`src/rtl/imem_loader_pkg.sv`:
```
`default_nettype none
// ============================================================================
// Module   : imem_loader_pkg
// Purpose  : Shared definitions for the boot-time instruction memory loader:
//            loader state encoding and frame header width.
// Ports    : none (package)
// Revision : 1.0  initial release
// ============================================================================
package imem_loader_pkg;

    // Width of the little-endian word-count header at the start of a frame.
    localparam int FRAME_HDR_W = 16;

    typedef enum logic [2:0] {
        LOADER_LEN_LO = 3'd0,
        LOADER_LEN_HI = 3'd1,
        LOADER_DATA   = 3'd2,
        LOADER_DONE   = 3'd3,
        LOADER_ERR    = 3'd4
    } loader_state_t;

    // True in the states that consume bytes from the stream.
    function automatic logic is_loading(input loader_state_t s);
        return (s == LOADER_LEN_LO) || (s == LOADER_LEN_HI) || (s == LOADER_DATA);
    endfunction

endpackage
`default_nettype wire

```
`src/rtl/imem_loader_byte_packer.sv`:
```
`default_nettype none
// ============================================================================
// Module   : imem_loader_byte_packer
// Purpose  : Packs an accepted byte stream into little-endian 32-bit words.
//            The first three bytes of a word collect in a lane register; the
//            fourth byte completes the word into a separate output register,
//            so the lanes are free again for the next word while the
//            completed word is being written.
// Ports    : clk          system clock
//            rst          synchronous active-low reset
//            clr          restart assembly at lane 0 (drops partial bytes)
//            byte_accept  byte_data is consumed this cycle
//            byte_data    stream byte
//            byte_idx     lane the next accepted byte will fill
//            word_valid   one-cycle pulse, word holds a completed word
//            word         last completed word (holds between pulses)
// Revision : 1.0  initial release
// ============================================================================
module imem_loader_byte_packer
    import imem_loader_pkg::*;
(
    input  logic        clk,
    input  logic        rst,
    input  logic        clr,
    input  logic        byte_accept,
    input  logic [7:0]  byte_data,
    output logic [1:0]  byte_idx,
    output logic        word_valid,
    output logic [31:0] word
);

    logic [23:0] r_lanes;
    logic [1:0]  r_idx;
    logic [31:0] r_word;
    logic        r_word_valid;

    always_ff @(posedge clk) begin
        if (!rst) begin
            r_lanes      <= 24'd0;
            r_idx        <= 2'd0;
            r_word       <= 32'd0;
            r_word_valid <= 1'b0;
        end else begin
            r_word_valid <= 1'b0;
            if (clr) begin
                r_lanes <= 24'd0;
                r_idx   <= 2'd0;
            end else if (byte_accept) begin
                case (r_idx)
                    2'd0:    r_lanes[7:0]   <= byte_data;
                    2'd1:    r_lanes[15:8]  <= byte_data;
                    2'd2:    r_lanes[23:16] <= byte_data;
                    default: begin
                        // Fourth byte: hand the finished word off directly.
                        r_word       <= {byte_data, r_lanes};
                        r_word_valid <= 1'b1;
                    end
                endcase
                r_idx <= r_idx + 2'd1;
            end
        end
    end

    assign byte_idx   = r_idx;
    assign word_valid = r_word_valid;
    assign word       = r_word;

endmodule
`default_nettype wire

```
`src/rtl/imem_loader.sv`:
```
`default_nettype none
// ============================================================================
// Module   : imem_loader
// Purpose  : Boot-time program loader. Receives a frame (16-bit LE word
//            count N, then 4*N bytes, each word LSB first) over a valid/ready
//            byte stream, writes the words to instruction memory from
//            address 0 upward, and holds the core in reset until the last
//            word has been written.
// Ports    : clk          system clock
//            rst          synchronous active-low reset
//            in_valid     byte-stream valid
//            in_data      byte-stream data
//            in_ready     loader can accept a byte this cycle
//            reload       request a new program load (only in DONE)
//            imem_we      instruction memory write enable (one-cycle pulses)
//            imem_addr    instruction memory word address
//            imem_wdata   instruction word
//            core_rst     active-low core reset
//            busy/done/err state indications
// Revision : 1.0  initial release
// ============================================================================
module imem_loader
    import imem_loader_pkg::*;
#(
    parameter int INSTRUCTIONS = 256,
    parameter int AW           = 8
) (
    input  logic          clk,
    input  logic          rst,
    input  logic          in_valid,
    input  logic [7:0]    in_data,
    output logic          in_ready,
    input  logic          reload,
    output logic          imem_we,
    output logic [AW-1:0] imem_addr,
    output logic [31:0]   imem_wdata,
    output logic          core_rst,
    output logic          busy,
    output logic          done,
    output logic          err
);

    localparam logic [FRAME_HDR_W-1:0] c_max_words = FRAME_HDR_W'(INSTRUCTIONS);

    loader_state_t           r_state;
    loader_state_t           w_next_state;
    logic [7:0]              r_len_lo;
    logic [FRAME_HDR_W-1:0]  r_len;
    logic [FRAME_HDR_W-1:0]  r_word_cnt;
    logic [AW-1:0]           r_addr;
    logic                    r_core_rst;

    logic                    w_accept;
    logic                    w_data_accept;
    logic                    w_last_lane;
    logic                    w_last_word;
    logic                    w_clr;
    logic [FRAME_HDR_W-1:0]  w_hdr;
    logic [1:0]              w_byte_idx;
    logic                    w_word_valid;
    logic [31:0]             w_word;

    assign w_accept      = in_valid && in_ready;
    assign w_hdr         = {in_data, r_len_lo};
    assign w_data_accept = w_accept && (r_state == LOADER_DATA);
    assign w_last_lane   = w_data_accept && (w_byte_idx == 2'd3);
    assign w_last_word   = w_last_lane && (r_word_cnt == (r_len - 16'd1));

    imem_loader_byte_packer u_packer (
        .clk         (clk),
        .rst         (rst),
        .clr         (w_clr),
        .byte_accept (w_data_accept),
        .byte_data   (in_data),
        .byte_idx    (w_byte_idx),
        .word_valid  (w_word_valid),
        .word        (w_word)
    );

    // ------------------------------------------------------------------
    // FSM state register
    // ------------------------------------------------------------------
    always_ff @(posedge clk) begin
        if (!rst) begin
            r_state <= LOADER_LEN_LO;
        end else begin
            r_state <= w_next_state;
        end
    end

    // ------------------------------------------------------------------
    // FSM next state and state-decoded outputs
    // ------------------------------------------------------------------
    always_comb begin
        w_next_state = r_state;
        w_clr        = 1'b0;
        in_ready     = is_loading(r_state);
        busy         = is_loading(r_state);
        done         = 1'b0;
        err          = 1'b0;
        case (r_state)
            LOADER_LEN_LO: begin
                if (w_accept) begin
                    w_next_state = LOADER_LEN_HI;
                end
            end
            LOADER_LEN_HI: begin
                if (w_accept) begin
                    if (w_hdr == '0) begin
                        w_next_state = LOADER_DONE;
                    end else if (w_hdr > c_max_words) begin
                        w_next_state = LOADER_ERR;
                    end else begin
                        w_next_state = LOADER_DATA;
                        w_clr        = 1'b1;
                    end
                end
            end
            LOADER_DATA: begin
                // The final word's write pulse lands in the first DONE cycle.
                if (w_last_word) begin
                    w_next_state = LOADER_DONE;
                end
            end
            LOADER_DONE: begin
                done = 1'b1;
                if (reload) begin
                    w_next_state = LOADER_LEN_LO;
                    w_clr        = 1'b1;
                end
            end
            LOADER_ERR: begin
                err = 1'b1;
            end
            default: begin
                w_next_state = LOADER_LEN_LO;
            end
        endcase
    end

    // ------------------------------------------------------------------
    // Length, word counter, write address and core reset
    // ------------------------------------------------------------------
    always_ff @(posedge clk) begin
        if (!rst) begin
            r_len_lo   <= 8'd0;
            r_len      <= '0;
            r_word_cnt <= '0;
            r_addr     <= '0;
            r_core_rst <= 1'b0;
        end else begin
            if ((r_state == LOADER_LEN_LO) && w_accept) begin
                r_len_lo <= in_data;
            end
            if ((r_state == LOADER_LEN_HI) && w_accept) begin
                r_len      <= w_hdr;
                r_word_cnt <= '0;
            end
            // Address is latched alongside the packer's word register so both
            // appear together on the write cycle and hold afterwards.
            if (w_last_lane) begin
                r_addr     <= r_word_cnt[AW-1:0];
                r_word_cnt <= r_word_cnt + 16'd1;
            end
            if ((r_state == LOADER_DONE) && reload) begin
                r_len_lo   <= 8'd0;
                r_len      <= '0;
                r_word_cnt <= '0;
            end
            // Registered from the state so the release trails entry into DONE
            // by one cycle, i.e. follows the final write pulse.
            r_core_rst <= (r_state == LOADER_DONE) && !reload;
        end
    end

    assign imem_we    = w_word_valid;
    assign imem_addr  = r_addr;
    assign imem_wdata = w_word;
    assign core_rst   = r_core_rst;

endmodule
`default_nettype wire

```
`config.mk`:
```
export PLATFORM = sky130hd
export DESIGN_NAME = imem_loader
export DESIGN_NICKNAME = d
export VERILOG_FILES = /design/src/rtl/imem_loader_pkg.sv /design/src/rtl/imem_loader_byte_packer.sv /design/src/rtl/imem_loader.sv
export SDC_FILE = /design/constraint.sdc
export NUM_CORES = 1
export LEC_CHECK = 0
export ABC_AREA = 1
export CORE_MARGIN = 2
export CORE_UTILIZATION = 40
export CTS_CLUSTER_DIAMETER = 150
export DETAILED_ROUTE_END_ITERATION = 7
export SYNTH_ARGS = -nofsm -noshare
export SYNTH_HDL_FRONTEND = slang
export SYNTH_HIERARCHICAL = 1
export SYNTH_SLANG_ARGS = --single-unit
```
`constraint.sdc`:
```
create_clock -name clk -period 1.85 [get_ports clk]
set_clock_uncertainty 0.05 [all_clocks]
set_input_delay 0.2775 -clock clk [delete_from_list [all_inputs] [get_ports clk]]
set_output_delay 0.2775 -clock clk [all_outputs]
set_load 0.03 [all_outputs]
```
# == Word-level counts from Yosys, hierarchy flattened ==
# Index checks and enable logic that the tools add are counted.
# word_totals
reg_bits,111
latchBits,0
ramBits,0
romBits,0
in_bits,12
out_inout_bits,46
elab_cells,74
mem_count,0
# classes
add_sub_neg,3
multipliers,0
n_div,0
order_cmp,1
eq_ne,12
n_shift,0
n_mux,17
n_bitwise,5
n_reduce_logical,24
# op_table
op,n
$mux W16,2
$mux W3,6
$add A16 B1 Y16 const B,1
$eq A16 B16 Y1,1
$gt A16 B9 Y1 const B,1
$logic_not A16 Y1,1
$sub A16 B1 Y16 const B,1
$pmux W3 S5,1
$logic_and A1 B1 Y1,8
$ne A2 B2 Y1 const B,4
$mux W1,7
$eq A3 B2 Y1 const B,2
$reduce_and A2 Y1,3
$reduce_or A3 Y1,2
$not A1 Y1,5
$reduce_and A5 Y1,1
$eq A2 B2 Y1 const B,2
$reduce_or A2 Y1,2
$eq A3 B1 Y1 const B,1
$eq A3 B3 Y1 const B,1
$logic_not A3 Y1,1
$reduce_and A3 Y1,1
$add A2 B1 Y2 const B,1
$eq A2 B1 Y1 const B,1
other kinds (5),6

# == Logic depth before layout (Yosys ltp) ==
# logic_depth
word_depth,9
depth_mapped,18
ltp_nobuf,18

# == Modules after synthesis ==
# The synthesis kept the hierarchy.
# modules_own_cells
module,instances,cells_each,area_per_inst_um2,seq_area_each_um2
imem_loader,1,446,2831.5,1041.0
imem_loader_byte_packer,1,328,2313.5,1181.1

# == Worst setup path after synthesis ==
# No wires, ideal clock.
# synth_path
kind,reg2reg
start,register r_state[1]
end,register u_packer.r_word[10] (netlist: u_packer/word[10])
setup_ns,0.113
arrival_time_ns,1.927
required_ns,1.687
setup_slack_ns,-0.240
stages_incl_launch_ff,12
n_path_buf,2
period_less_slack_ns,2.090
path_cell_list,dfxtp_1 -> inv_1 -> nor3_1 -> nand2_1 -> nand2_1 -> inv_1 -> nand3_2 -> buf_6 -> buf_6 -> nand2_1 -> nand2_1 -> nor2_1
# synth_via
elab_chain_len,8
elab_cells_between_ends,12
classes_between,eq/ne: 3; mux: 2; bitwise: 1; reduce/logical: 6
# synth_lines
item,line,source
"start, declared",imem_loader.sv:45,loader_state_t r_state;
"start signal, assigned",imem_loader.sv:87,r_state <= w_next_state;
$eq A3 B1 Y1 / $logic_not A3 Y1 (equally long branches),"imem_loader_pkg.sv:24, imem_loader.sv:101",
$logic_or A1 B1 Y1 (2 in a row),imem_loader_pkg.sv:24,return (s == LOADER_LEN_LO) || (s == LOADER_LEN_HI) || (s == LOADER_DATA);
$logic_and A1 B1 Y1,imem_loader.sv:63,assign w_accept = in_valid && in_ready;
$mux W1,imem_loader.sv:108,if (w_accept) begin
$pmux W1 S2 *,imem_loader.sv:101,case (r_state)
named net w_clr,imem_loader.sv:57,logic w_clr;
$not A1 Y1 (no line) *,-,
$reduce_and A3 Y1 (no line) *,-,
"end signal, assigned",imem_loader_byte_packer.sv:55,"r_word <= {byte_data, r_lanes};"
"end, declared",imem_loader_byte_packer.sv:34,logic [31:0] r_word;
# Mark *: on every way through the listed nets, which the timed path passes. The rest lies on a longest branch.
# A chain may end at the register's enable or synchronous reset.

# == Worst setup path in the final report ==
# layout_path
start,input in_data[6]
end,register u_packer.r_lanes[17]
# layout_via
elab_chain_len,6
elab_cells_between_ends,7
classes_between,order compare: 1; mux: 4; reduce/logical: 2
# layout_lines
item,line,source
"start, declared",imem_loader.sv:31,"input logic [7:0] in_data,"
$gt A16 B9 Y1,imem_loader.sv:111,end else if (w_hdr > c_max_words) begin
$mux W1,imem_loader.sv:111,
$mux W1 *,imem_loader.sv:109,if (w_hdr == '0) begin
$mux W1 *,imem_loader.sv:108,
$pmux W1 S2 *,imem_loader.sv:101,
named net w_clr,imem_loader.sv:57,
$reduce_or A2 Y1 (no line) *,-,
"end signal, assigned",imem_loader_byte_packer.sv:52,2'd2: r_lanes[23:16] <= byte_data;
"end, declared",imem_loader_byte_packer.sv:32,logic [23:0] r_lanes;
# Marks and branches as above.

==> run_results.csv <==
group,metric,value,unit
status,status,"finished, violations left",
status,violations,"negative setup slack",
min_path,hold_end,"u_packer/r_lanes[6]",
detailed_routing,wl_per_cell,14.68,µm
setup_path,r2r_start,"r_len_lo[1]",
setup_path,timing.critical_path.slowest_cell_delay,0.53,ns
die,core-area,0.01257,mm²
grt,grt_pass1_wl,24160,µm
setup_path,end_kind,"register",
detailed_routing,drc_errors,0,
setup_path,reg2reg_to,"u_packer/r_lanes[17]",
synth,ys.flop_type,"dfxtp_1",
die,start_util,40.94,%
power_and_ir_drop,ir_drop,723.5,µV
min_path,hp-start,"u_packer/r_lanes[6]",
sta,relSlewSlack,69.82,%
min_path,min_path_type,"reg2reg",
die,die_y,117.4,µm
synth,yosysWarnings,6,
synth,synth.most_common_cell,"nand2_1",
sta,worstMarginPinSlew,0.4517,ns
setup_path,required,2.08,ns
clocking,h-tree-depth,3,
synth,syn_nets,792,
finish,layout.nets,933,
detailed_routing,num_vias,5379,
synth,async_flop_share,0,%
place,port_buffers,57,
die,rows,41,
die,dieWidth,117.4,µm
detailed_routing,drt_iter0_markers,333,
synth,syn-instance-count,774,
place,hpwl,9721,µm
sta,holdWs,0.4381,ns
sta,maxSlewViolCount,0,
synth,yosysSeqAreaShare,43.19,%
setup_path,crit_chain,"clkdlybuf4s50_1 -> nor4_4 -> buf_4 -> nand3_4 -> nand2_2 -> nand2_2 -> buf_6 -> nor2_4 -> buf_6 -> o21ai_2 -> nor2_1",
synth,netlist_top_cells_area,"dfxtp_1, nand2_1, nor2_1, inv_1, a21oi_1",
finish,multi_input_area,0.002944,mm²
min_path,min_path_cells,2,
place,gp_congestion,0.8637,
sta,setup_viol,61,
detailed_routing,first_pass_iters,5,
grt,overflow,0,
grt,antenna_found_initial,0,
setup_path,crit_arrival,2.26,ns
clocking,cts_tree,"built",
finish,post_route_cells_drive_above_1_share,29.13,%
synth,yosysUniqueCellTypes,32,
setup_path,crit_type,"in2reg",
sta,rsz0062_at_grt,"yes",
setup_path,critPathMaxFanout,5,
finish,ff_latch_area,0.002232,mm²
clocking,clock_sinks,111,
finish,antenna_cells,0,
finish,syn_to_final_growth,49.05,%
synth,synthTopCellsByCount,"nand2_1, nor2_1, dfxtp_1, inv_1, a21oi_1",
power_and_ir_drop,power.density,986.4,mW/mm²
power_and_ir_drop,p_leak,0.003404,µW
setup_path,worstSetupStartpointType,"input port",
sta,fmax,493.5,MHz
setup_path,r2r.worst_path.cells,12,
job,maxCapViolations,0,
detailed_routing,wl,16040,µm
grt,gr-usage-all-layers,21.89,%
detailed_routing,via_per_inst,4.926,
die,dieArea,0.01379,mm²
clocking,clock-root-buffer,"clkbuf_16",
setup_path,reg2reg_slack,-0.15,ns
sta,setup_ws,-0.1763,ns
setup_path,crit_slowest_cell,"clkdlybuf4s50_1",
power_and_ir_drop,p_total,7565,µW
clocking,clkTransAtPathRegs,0.08,ns
grt,grt_pass1_vias,4956,
sta,post-route-min-period,2.026,ns
synth,syn_avg_cell_area,6.647,µm²
synth,netlist.area_leader.share,43.19,%
clocking,clock_path_buffers,2,
synth,yosys.area.top_type,"dfxtp_1",
clocking,numCtsBuffers,9,
synth,synth_edf_count,0,
die,io_pins,58,
finish,fill_cells,1099,
sta,hold_viol,0,
grt,grt_max_degree,33,
clocking,clock_latency,0.36,ns
sta,fin_crit_sh,109.5,%
synth,synth-seq-cells,111,
synth,netlist_area,0.005145,mm²
detailed_routing,ant_nets,0,
==> layout make-up <==
type                    instances  area share, %
inverters                     102          5.058
clock inverters                 6          1.044
flip-flops and latches        111          29.11
clock buffers                  10          2.986
multi-input cells             534          38.39
well taps                     172          2.806
repair buffers                157          20.61
==> worst max-delay path by stage <==
stage	start	end	slack [ns]
floorplan	r_len_lo[4]	u_packer/word[10]	0.01
finish	in_data[6]	u_packer/r_lanes[17]	-0.18
global placement	in_data[3]	u_packer/word[14]	-0.51
CTS	r_len_lo[0]	u_packer/word[8]	-0.06
global route	in_data[2]	u_packer/r_lanes[22]	-0.24
detailed placement	in_data[3]	u_packer/word[8]	-0.56
==> per-layer routing <==
| metal | share of wire, % | global-route usage (%) |
|---|---|---|
| met2 | 46 | 34.25 |
| met3 | 4.9 | 4.329 |
| met5 | 0 | 0 |
| met1 | 46 | 29.45 |
| met4 | 2.7 | 9.262 |
==> power by group <==
group	total (µW)	switching [µW]	internal, µW
Combinational	2800	1660	1140
Clock	2030	955	1080
Sequential	2730	157	2570
Total	7560	2770	4790
==> flip-flops by register name, indices dropped and copies added, names as in the netlist <==
name                 count
u_packer/word           32
u_packer/r_lanes        24
r_len                   16
r_word_cnt              16
imem_addr                8
r_len_lo                 8
r_state                  3
u_packer/byte_idx        2
core_rst                 1
u_packer/word_valid      1
==> critical path, delay by kind of cell <==
family	cells	cell delay, ns
and+or+nand+nor	6	0.90
AOI/OAI and AO/OA	1	0.07
buffers and inverters	4	1.02
==> cell families after synthesis <==
logic type	count (synthesis)	share of synthesized area, %
flops	111	43.19
fa+ha+maj	6	1.459
xor+xnor	9	1.532
buf+inv	129	10.36
simple gates	408	32.05
compound gates	111	11.41
==> repair_timing <==
item,4_1_cts,5_1_grt
endpoints found under the setup margin,65,82
setup buffers,9,7
cloned,9,2
endpoints found under the hold margin,0,0
pin swaps,16,50
hold buffers,0,0
gates resized for setup,107,133
==> per-stage QoR <==
stage / area [µm²] / setup slack, ns / std cells / TNS (ns) / utilization (%)
final: 7669 / -0.1763 / 1092 / -5.264 / 61.02
after global routing: 7669 / -0.2362 / 1092 / -10.55 / 61.02
after CTS: 7271 / -0.06199 / 1084 / -1.514 / 57.85
after detailed placement: 6379 / -0.5555 / 1050 / -32.26 / 50.75
after global placement: 6379 / -0.5058 / 1050 / -29.24 / 50.75
after floorplan: 5150 / 0.01269 / 774 / 0 / -
==> cell usage in the layout, fill, tap and decap left out, types with 9 or more instances in the layout <==
cell type and count:
clkdlybuf4s50_1 49, inv_1 93, o21ai_0 25, a21oi_1 46, nand2_2 32, dfxtp_1 103
nand3_1 17, buf_4 74, nand2_4 12, nor2_4 15, nor2_2 33, nand2_1 157
nor2_1 112, o21ai_2 20, clkbuf_16 9, buf_6 12
(Power assumes the default switching activity.)
